`config.mk`:
```
export PLATFORM = sky130hd
export DESIGN_NAME = pipe5_mem_arbiter_flat
export DESIGN_NICKNAME = d
export VERILOG_FILES = /design/src/rtl/pipe5_mem_arbiter_if.sv /design/src/rtl/pipe5_mem_arbiter.sv /design/src/flat_wrapper.sv
export SDC_FILE = /design/constraint.sdc
export NUM_CORES = 1
export LEC_CHECK = 0
export CAP_MARGIN = 20
export CORE_UTILIZATION = 30
export CTS_CLUSTER_SIZE = 25
export DETAILED_ROUTE_END_ITERATION = 8
export PLACE_DENSITY = 0.77
export REMOVE_ABC_BUFFERS = 1
export SYNTH_ARGS = -nofsm -noshare
export SYNTH_HDL_FRONTEND = slang
export SYNTH_SLANG_ARGS = --single-unit
```
`constraint.sdc`:
```
create_clock -name clk_i -period 1.55 [get_ports clk_i]
set_input_delay 0.155 -clock clk_i [delete_from_list [all_inputs] [get_ports clk_i]]
set_output_delay 0.155 -clock clk_i [all_outputs]
set_load 0.02 [all_outputs]
```
`src/rtl/pipe5_mem_arbiter_if.sv`:
```
// Bundle of fetch (i_*), load/store (d_*) and shared bus (b_*) signals around the pipe5 memory arbiter.
// The master modport is the arbiter's view; the slave modport is the requesters' and bus adapter's view.
`timescale 1ns/1ps

interface pipe5_mem_arbiter_if #(
    parameter int ADDR_W = 32,
    parameter int DATA_W = 32
);
    logic                  i_ren;
    logic [ADDR_W-1:0]     i_addr;
    logic [DATA_W-1:0]     i_rdata;
    logic                  i_busy;

    logic                  d_ren;
    logic                  d_wen;
    logic [DATA_W/8-1:0]   d_byte_en;
    logic [ADDR_W-1:0]     d_addr;
    logic [DATA_W-1:0]     d_wdata;
    logic [DATA_W-1:0]     d_rdata;
    logic                  d_busy;

    logic                  b_ren;
    logic                  b_wen;
    logic [DATA_W/8-1:0]   b_byte_en;
    logic [ADDR_W-1:0]     b_addr;
    logic [DATA_W-1:0]     b_wdata;
    logic [DATA_W-1:0]     b_rdata;
    logic                  b_busy;

    modport master (
        input  i_ren, i_addr,
        output i_rdata, i_busy,
        input  d_ren, d_wen, d_byte_en, d_addr, d_wdata,
        output d_rdata, d_busy,
        output b_ren, b_wen, b_byte_en, b_addr, b_wdata,
        input  b_rdata, b_busy
    );

    modport slave (
        output i_ren, i_addr,
        input  i_rdata, i_busy,
        output d_ren, d_wen, d_byte_en, d_addr, d_wdata,
        input  d_rdata, d_busy,
        input  b_ren, b_wen, b_byte_en, b_addr, b_wdata,
        output b_rdata, b_busy
    );
endinterface

```
`src/rtl/pipe5_mem_arbiter.sv`:
```
// Shares one memory bus port between pipe5 fetch (I) and load/store (D); D has priority.
// Define ARB_FAIR_EN to force an I grant after MAX_DSTREAK consecutive D grants with I waiting.
`timescale 1ns/1ps

module pipe5_mem_arbiter #(
    parameter int ADDR_W      = 32,
    parameter int DATA_W      = 32
`ifdef ARB_FAIR_EN
    ,
    parameter int MAX_DSTREAK = 4
`endif
) (
    input  logic               clk_i,
    input  logic               rst_i,
    pipe5_mem_arbiter_if.master bus_if
);

    localparam int BE_W = DATA_W / 8;

    typedef enum logic [1:0] {
        IDLE,
        I_GNT,
        D_GNT
    } state_e;

    state_e              state_q;
    logic                bRen_q;
    logic                bWen_q;
    logic [BE_W-1:0]     bByteEn_q;
    logic [ADDR_W-1:0]   bAddr_q;
    logic [DATA_W-1:0]   bWdata_q;
    logic                stale_q;

    logic dReq;
    logic ownerReq;
    logic busDone;
    logic iDone;
    logic dDone;
    logic grantI;
    logic grantD;

    assign dReq     = bus_if.d_ren | bus_if.d_wen;
    assign ownerReq = (state_q == I_GNT) ? bus_if.i_ren : dReq;
    assign busDone  = (state_q != IDLE) && !bus_if.b_busy;

    // A withdrawn transaction still completes on the bus but never releases its requester.
    assign iDone = busDone && (state_q == I_GNT) && !stale_q;
    assign dDone = busDone && (state_q == D_GNT) && !stale_q;

    assign bus_if.i_busy  = bus_if.i_ren && !iDone;
    assign bus_if.d_busy  = dReq && !dDone;
    assign bus_if.i_rdata = iDone ? bus_if.b_rdata : '0;
    assign bus_if.d_rdata = dDone ? bus_if.b_rdata : '0;

    assign bus_if.b_ren     = bRen_q;
    assign bus_if.b_wen     = bWen_q;
    assign bus_if.b_byte_en = bByteEn_q;
    assign bus_if.b_addr    = bAddr_q;
    assign bus_if.b_wdata   = bWdata_q;

`ifdef ARB_FAIR_EN
    localparam int STREAK_W = $clog2(MAX_DSTREAK + 1);

    logic [STREAK_W-1:0] streak_q;
    logic                forceI;

    assign forceI = bus_if.i_ren && (streak_q >= STREAK_W'(MAX_DSTREAK));
    assign grantD = dReq && !forceI;

    // Streak only advances while I is actually waiting behind D.
    always_ff @(posedge clk_i) begin
        if (rst_i) begin
            streak_q <= '0;
        end else if (state_q == IDLE) begin
            if (grantD) begin
                if (!bus_if.i_ren) begin
                    streak_q <= '0;
                end else if (streak_q < STREAK_W'(MAX_DSTREAK)) begin
                    streak_q <= streak_q + 1'b1;
                end
            end else if (grantI) begin
                streak_q <= '0;
            end
        end
    end
`else
    assign grantD = dReq;
`endif

    assign grantI = bus_if.i_ren && !grantD;

    always_ff @(posedge clk_i) begin
        if (rst_i) begin
            state_q   <= IDLE;
            bRen_q    <= 1'b0;
            bWen_q    <= 1'b0;
            bByteEn_q <= '0;
            bAddr_q   <= '0;
            bWdata_q  <= '0;
            stale_q   <= 1'b0;
        end else begin
            case (state_q)
                IDLE: begin
                    stale_q <= 1'b0;
                    if (grantD) begin
                        state_q   <= D_GNT;
                        bRen_q    <= bus_if.d_ren;
                        bWen_q    <= bus_if.d_wen;
                        bByteEn_q <= bus_if.d_byte_en;
                        bAddr_q   <= bus_if.d_addr;
                        bWdata_q  <= bus_if.d_wdata;
                    end else if (grantI) begin
                        state_q   <= I_GNT;
                        bRen_q    <= 1'b1;
                        bWen_q    <= 1'b0;
                        bByteEn_q <= '1;
                        bAddr_q   <= bus_if.i_addr;
                        bWdata_q  <= '0;
                    end
                end
                I_GNT, D_GNT: begin
                    if (!bus_if.b_busy) begin
                        state_q <= IDLE;
                        bRen_q  <= 1'b0;
                        bWen_q  <= 1'b0;
                        stale_q <= 1'b0;
                    end else if (!ownerReq) begin
                        stale_q <= 1'b1;
                    end
                end
                default: begin
                    state_q <= IDLE;
                    bRen_q  <= 1'b0;
                    bWen_q  <= 1'b0;
                    stale_q <= 1'b0;
                end
            endcase
        end
    end

endmodule

```
`src/flat_wrapper.sv`:
```
// flat-port wrapper written by rule: the top's interface ports become plain ports
module pipe5_mem_arbiter_flat 
#(
    parameter int ADDR_W      = 32,
    parameter int DATA_W      = 32

)
  (clk_i, rst_i, bus_if_i_ren, bus_if_i_addr, bus_if_i_rdata, bus_if_i_busy, bus_if_d_ren, bus_if_d_wen, bus_if_d_byte_en, bus_if_d_addr, bus_if_d_wdata, bus_if_d_rdata, bus_if_d_busy, bus_if_b_ren, bus_if_b_wen, bus_if_b_byte_en, bus_if_b_addr, bus_if_b_wdata, bus_if_b_rdata, bus_if_b_busy);
  pipe5_mem_arbiter_if #(.ADDR_W(ADDR_W), .DATA_W(DATA_W)) bus_if_i ();
  input  logic clk_i;
  input  logic rst_i;
  input wire logic [$bits(bus_if_i.i_ren)-1:0] bus_if_i_ren;
  input wire logic [$bits(bus_if_i.i_addr)-1:0] bus_if_i_addr;
  output wire logic [$bits(bus_if_i.i_rdata)-1:0] bus_if_i_rdata;
  output wire logic [$bits(bus_if_i.i_busy)-1:0] bus_if_i_busy;
  input wire logic [$bits(bus_if_i.d_ren)-1:0] bus_if_d_ren;
  input wire logic [$bits(bus_if_i.d_wen)-1:0] bus_if_d_wen;
  input wire logic [$bits(bus_if_i.d_byte_en)-1:0] bus_if_d_byte_en;
  input wire logic [$bits(bus_if_i.d_addr)-1:0] bus_if_d_addr;
  input wire logic [$bits(bus_if_i.d_wdata)-1:0] bus_if_d_wdata;
  output wire logic [$bits(bus_if_i.d_rdata)-1:0] bus_if_d_rdata;
  output wire logic [$bits(bus_if_i.d_busy)-1:0] bus_if_d_busy;
  output wire logic [$bits(bus_if_i.b_ren)-1:0] bus_if_b_ren;
  output wire logic [$bits(bus_if_i.b_wen)-1:0] bus_if_b_wen;
  output wire logic [$bits(bus_if_i.b_byte_en)-1:0] bus_if_b_byte_en;
  output wire logic [$bits(bus_if_i.b_addr)-1:0] bus_if_b_addr;
  output wire logic [$bits(bus_if_i.b_wdata)-1:0] bus_if_b_wdata;
  input wire logic [$bits(bus_if_i.b_rdata)-1:0] bus_if_b_rdata;
  input wire logic [$bits(bus_if_i.b_busy)-1:0] bus_if_b_busy;
  assign bus_if_i.i_ren = bus_if_i_ren;
  assign bus_if_i.i_addr = bus_if_i_addr;
  assign bus_if_i_rdata = bus_if_i.i_rdata;
  assign bus_if_i_busy = bus_if_i.i_busy;
  assign bus_if_i.d_ren = bus_if_d_ren;
  assign bus_if_i.d_wen = bus_if_d_wen;
  assign bus_if_i.d_byte_en = bus_if_d_byte_en;
  assign bus_if_i.d_addr = bus_if_d_addr;
  assign bus_if_i.d_wdata = bus_if_d_wdata;
  assign bus_if_d_rdata = bus_if_i.d_rdata;
  assign bus_if_d_busy = bus_if_i.d_busy;
  assign bus_if_b_ren = bus_if_i.b_ren;
  assign bus_if_b_wen = bus_if_i.b_wen;
  assign bus_if_b_byte_en = bus_if_i.b_byte_en;
  assign bus_if_b_addr = bus_if_i.b_addr;
  assign bus_if_b_wdata = bus_if_i.b_wdata;
  assign bus_if_i.b_rdata = bus_if_b_rdata;
  assign bus_if_i.b_busy = bus_if_b_busy;
  pipe5_mem_arbiter #(.ADDR_W(ADDR_W), .DATA_W(DATA_W)) u_core (.clk_i(clk_i), .rst_i(rst_i), .bus_if(bus_if_i));
endmodule
```
==> metrics.txt <==
share of layout cells above drive strength 1 27.9%; via count 4247; WL/cell 19.0 um; Overall Global Routing Usage 23.7%; Ports 274; final cycle utilization of the critical path 122%; failing checks negative setup slack; Detailed Route WL 15600 um; CP Class reg2out; Final setup viols 103; largest net degree at the start of global routing 43; Worst Skew 0.00284 ns; vias in the first global route 4083; buffer levels on the longest clock path 2; top-area cell type share of the netlist area 42.5%; Tot Pwr 7370 uW; commonest cells in the netlist 73 x dfxtp_1, 64 x and3_1, 41 x nor2_1, 35 x o21ai_0, 34 x nand2_1; HPWL Detailed 9630 um; #FFs+latches synth 73; Final Hold Viols 0; RSZ-0062 raised after global routing true; number of DRC markers in iteration 0 206; max-slew violation count 0; WL met1 6030 um; Max Cap Viol 0; Post-synth EDFFs 0; CTS sink count 73; row count 38; Reg clk slew, reported paths 0.06 ns; Worst Max-Slew Pin Slew 0.619 ns; Final WS setup -0.334 ns; top-count cell post-synth dfxtp_1; Cell Pwr Density 1010 nW/um^2; drt first pass iters 4; Max rail drop VDD 577 uV; gp weighted congestion 0.832; Static Leak 0.00306 uW; Nets 816; Post-Syn Area 3440 sq um; CP arrival 1.73 ns; sequential fraction of the synthesis area 42.5%; DR vias/cell 5.17; fmax 531 MHz; port buffer count 273; Netlist cell types 30; Setup WS pre-CTS -0.663 ns; crit path launch type flop; Critical Path End Type primary output; total CTS buffers 9; die height 109 um; top cells by area, synth dfxtp_1 43%, and3_1 12%, a311oi_2 8.7%, a22o_1 8.2%, o21ai_0 5.1%; initial antenna violation count 1; grt ovf 0; fin area 7320 sq um; DRC viols 0; die area 11900 sq um; Tmin final 1.88 ns; dpl cell area 6350 sq um; Async S/R FF share, synth 0%; Starting Density 31.3%; met2 WL 7710 um; first-pass GRT wire length 21600 um; Crit path required time 1.39 ns; DRT antenna net count 0; CTS tree done; Worst Hold Class in2reg; CTS H-tree lvls 3; status finished, violations left; Area Growth Syn to Fin 113%; met3 WL 1550 um; Clk Latency, worst-skew pair 0.32 ns; Avg Inst Size Synth 8.88 sq um; maximum fanout along the worst path 16; CORE AREA 11000 sq um; Syn Inst Count 387; Synth Flop Type dfxtp_1; Horiz. Die Dim 109 um; uppermost layer routed met5; Slew HR 58.8%; biggest area consumer among synthesized cells dfxtp_1; Yosys warning count 0; Root Buffer clkbuf_16
metal layers:
layer  track usage, %  vias to the layer above
li1                 -                     2007
met3             8.97                       30
met2             39.5                      199
met5                0                        -
met4             7.63                        2
met1             28.0                     2009
cell type report:
cell class | count | area (sq um)
diodes | 1 | 2.50
clock buffers | 9 | 225
clock inverters | 7 | 95.1
fillers | 845 | 3670
inverters | 3 | 11.3
multi-input cells | 270 | 1970
flip-flops and latches | 73 | 1460
well taps | 140 | 175
repair buffers | 318 | 3370
final timing paths:
kind | start | end | slack, ns | cells after the start
worst max-delay path | u_core.state_q[0]$_SDFFE_PP0P_ | bus_if_d_rdata[4] | -0.33 | 7
worst min-delay path | bus_if_i_addr[20] | u_core.bus_if.b_addr[20]$_SDFFE_PP0P_ | 0.40 | 3
worst max register to register | u_core.state_q[0]$_SDFFE_PP0P_ | u_core.bus_if.b_wdata[27]$_SDFFE_PP0P_ | -0.05 | 7
worst min register to register | u_core.bus_if.b_wdata[0]$_SDFFE_PP0P_ | u_core.bus_if.b_wdata[0]$_SDFFE_PP0P_ | 0.47 | 1
sequential cells by signal, summed over array words and instances (netlist names):
register,flops
u_core.bus_if.b_addr,32
u_core.bus_if.b_byte_en,4
u_core.bus_if.b_ren,1
u_core.bus_if.b_wdata,32
u_core.bus_if.b_wen,1
u_core.stale_q,1
u_core.state_q,2
worst max-delay path, stage by stage (launching register included):
cell and delay (ns):
dfxtp_2 0.34, inv_2 0.05, ha_4 0.17, nor3_4 0.20, buf_6 0.18, buf_12 0.16, and3_4 0.20, buf_6 0.11
timing repair:
item,in CTS,in global routing
endpoints found under the setup margin,130,117
buffers inserted,9,2
cloned,8,11
hold buffers,0,0
pin swaps,11,12
gates resized for setup,377,34
through the flow:
step                instances  hold WS, ns  TNS (ns)  util (%)
global route              820        0.411    -28.66      66.6
CTS                       810        0.391    -17.01      63.7
detailed placement        778        0.458    -60.57      57.8
finish                    821        0.405    -20.79      66.6
floorplan                 344        0.223   -164.47         -
global placement          778        0.456    -52.22      57.8
kinds of logic after synthesis:
logic type	synth area share, %
AO/OA/AOI/OAI	27.0
buffers and inverters	6.59
AND/OR/NAND/NOR	22.8
adder cells (fa/ha/maj)	1.09
flip-flops	42.5
layout by cell type (no fill, tap or decap), drive strengths merged:
cell	n
a311oi	32
nor4b	1
nand2b	2
diode	1
a211oi	1
clkbuf	17
clkinv	4
and2	1
a21oi	7
nor3	7
clkinvlp	1
a21boi	1
ha	3
nand3	1
buf	104
or2	1
a22o	32
o21ai	36
dfxtp	73
inv	3
bufinv	2
and3	64
clkdlybuf4s50	206
o31a	2
nor2b	1
nand2	34
nor2	44
where the power goes:
part / switching, uW / internal [uW]
sequential: 140 / 2130
combinational: 1340 / 1540
clock: 809 / 1410
total: 2290 / 5090
No activity file was read; power rests on OpenSTA's default activity.
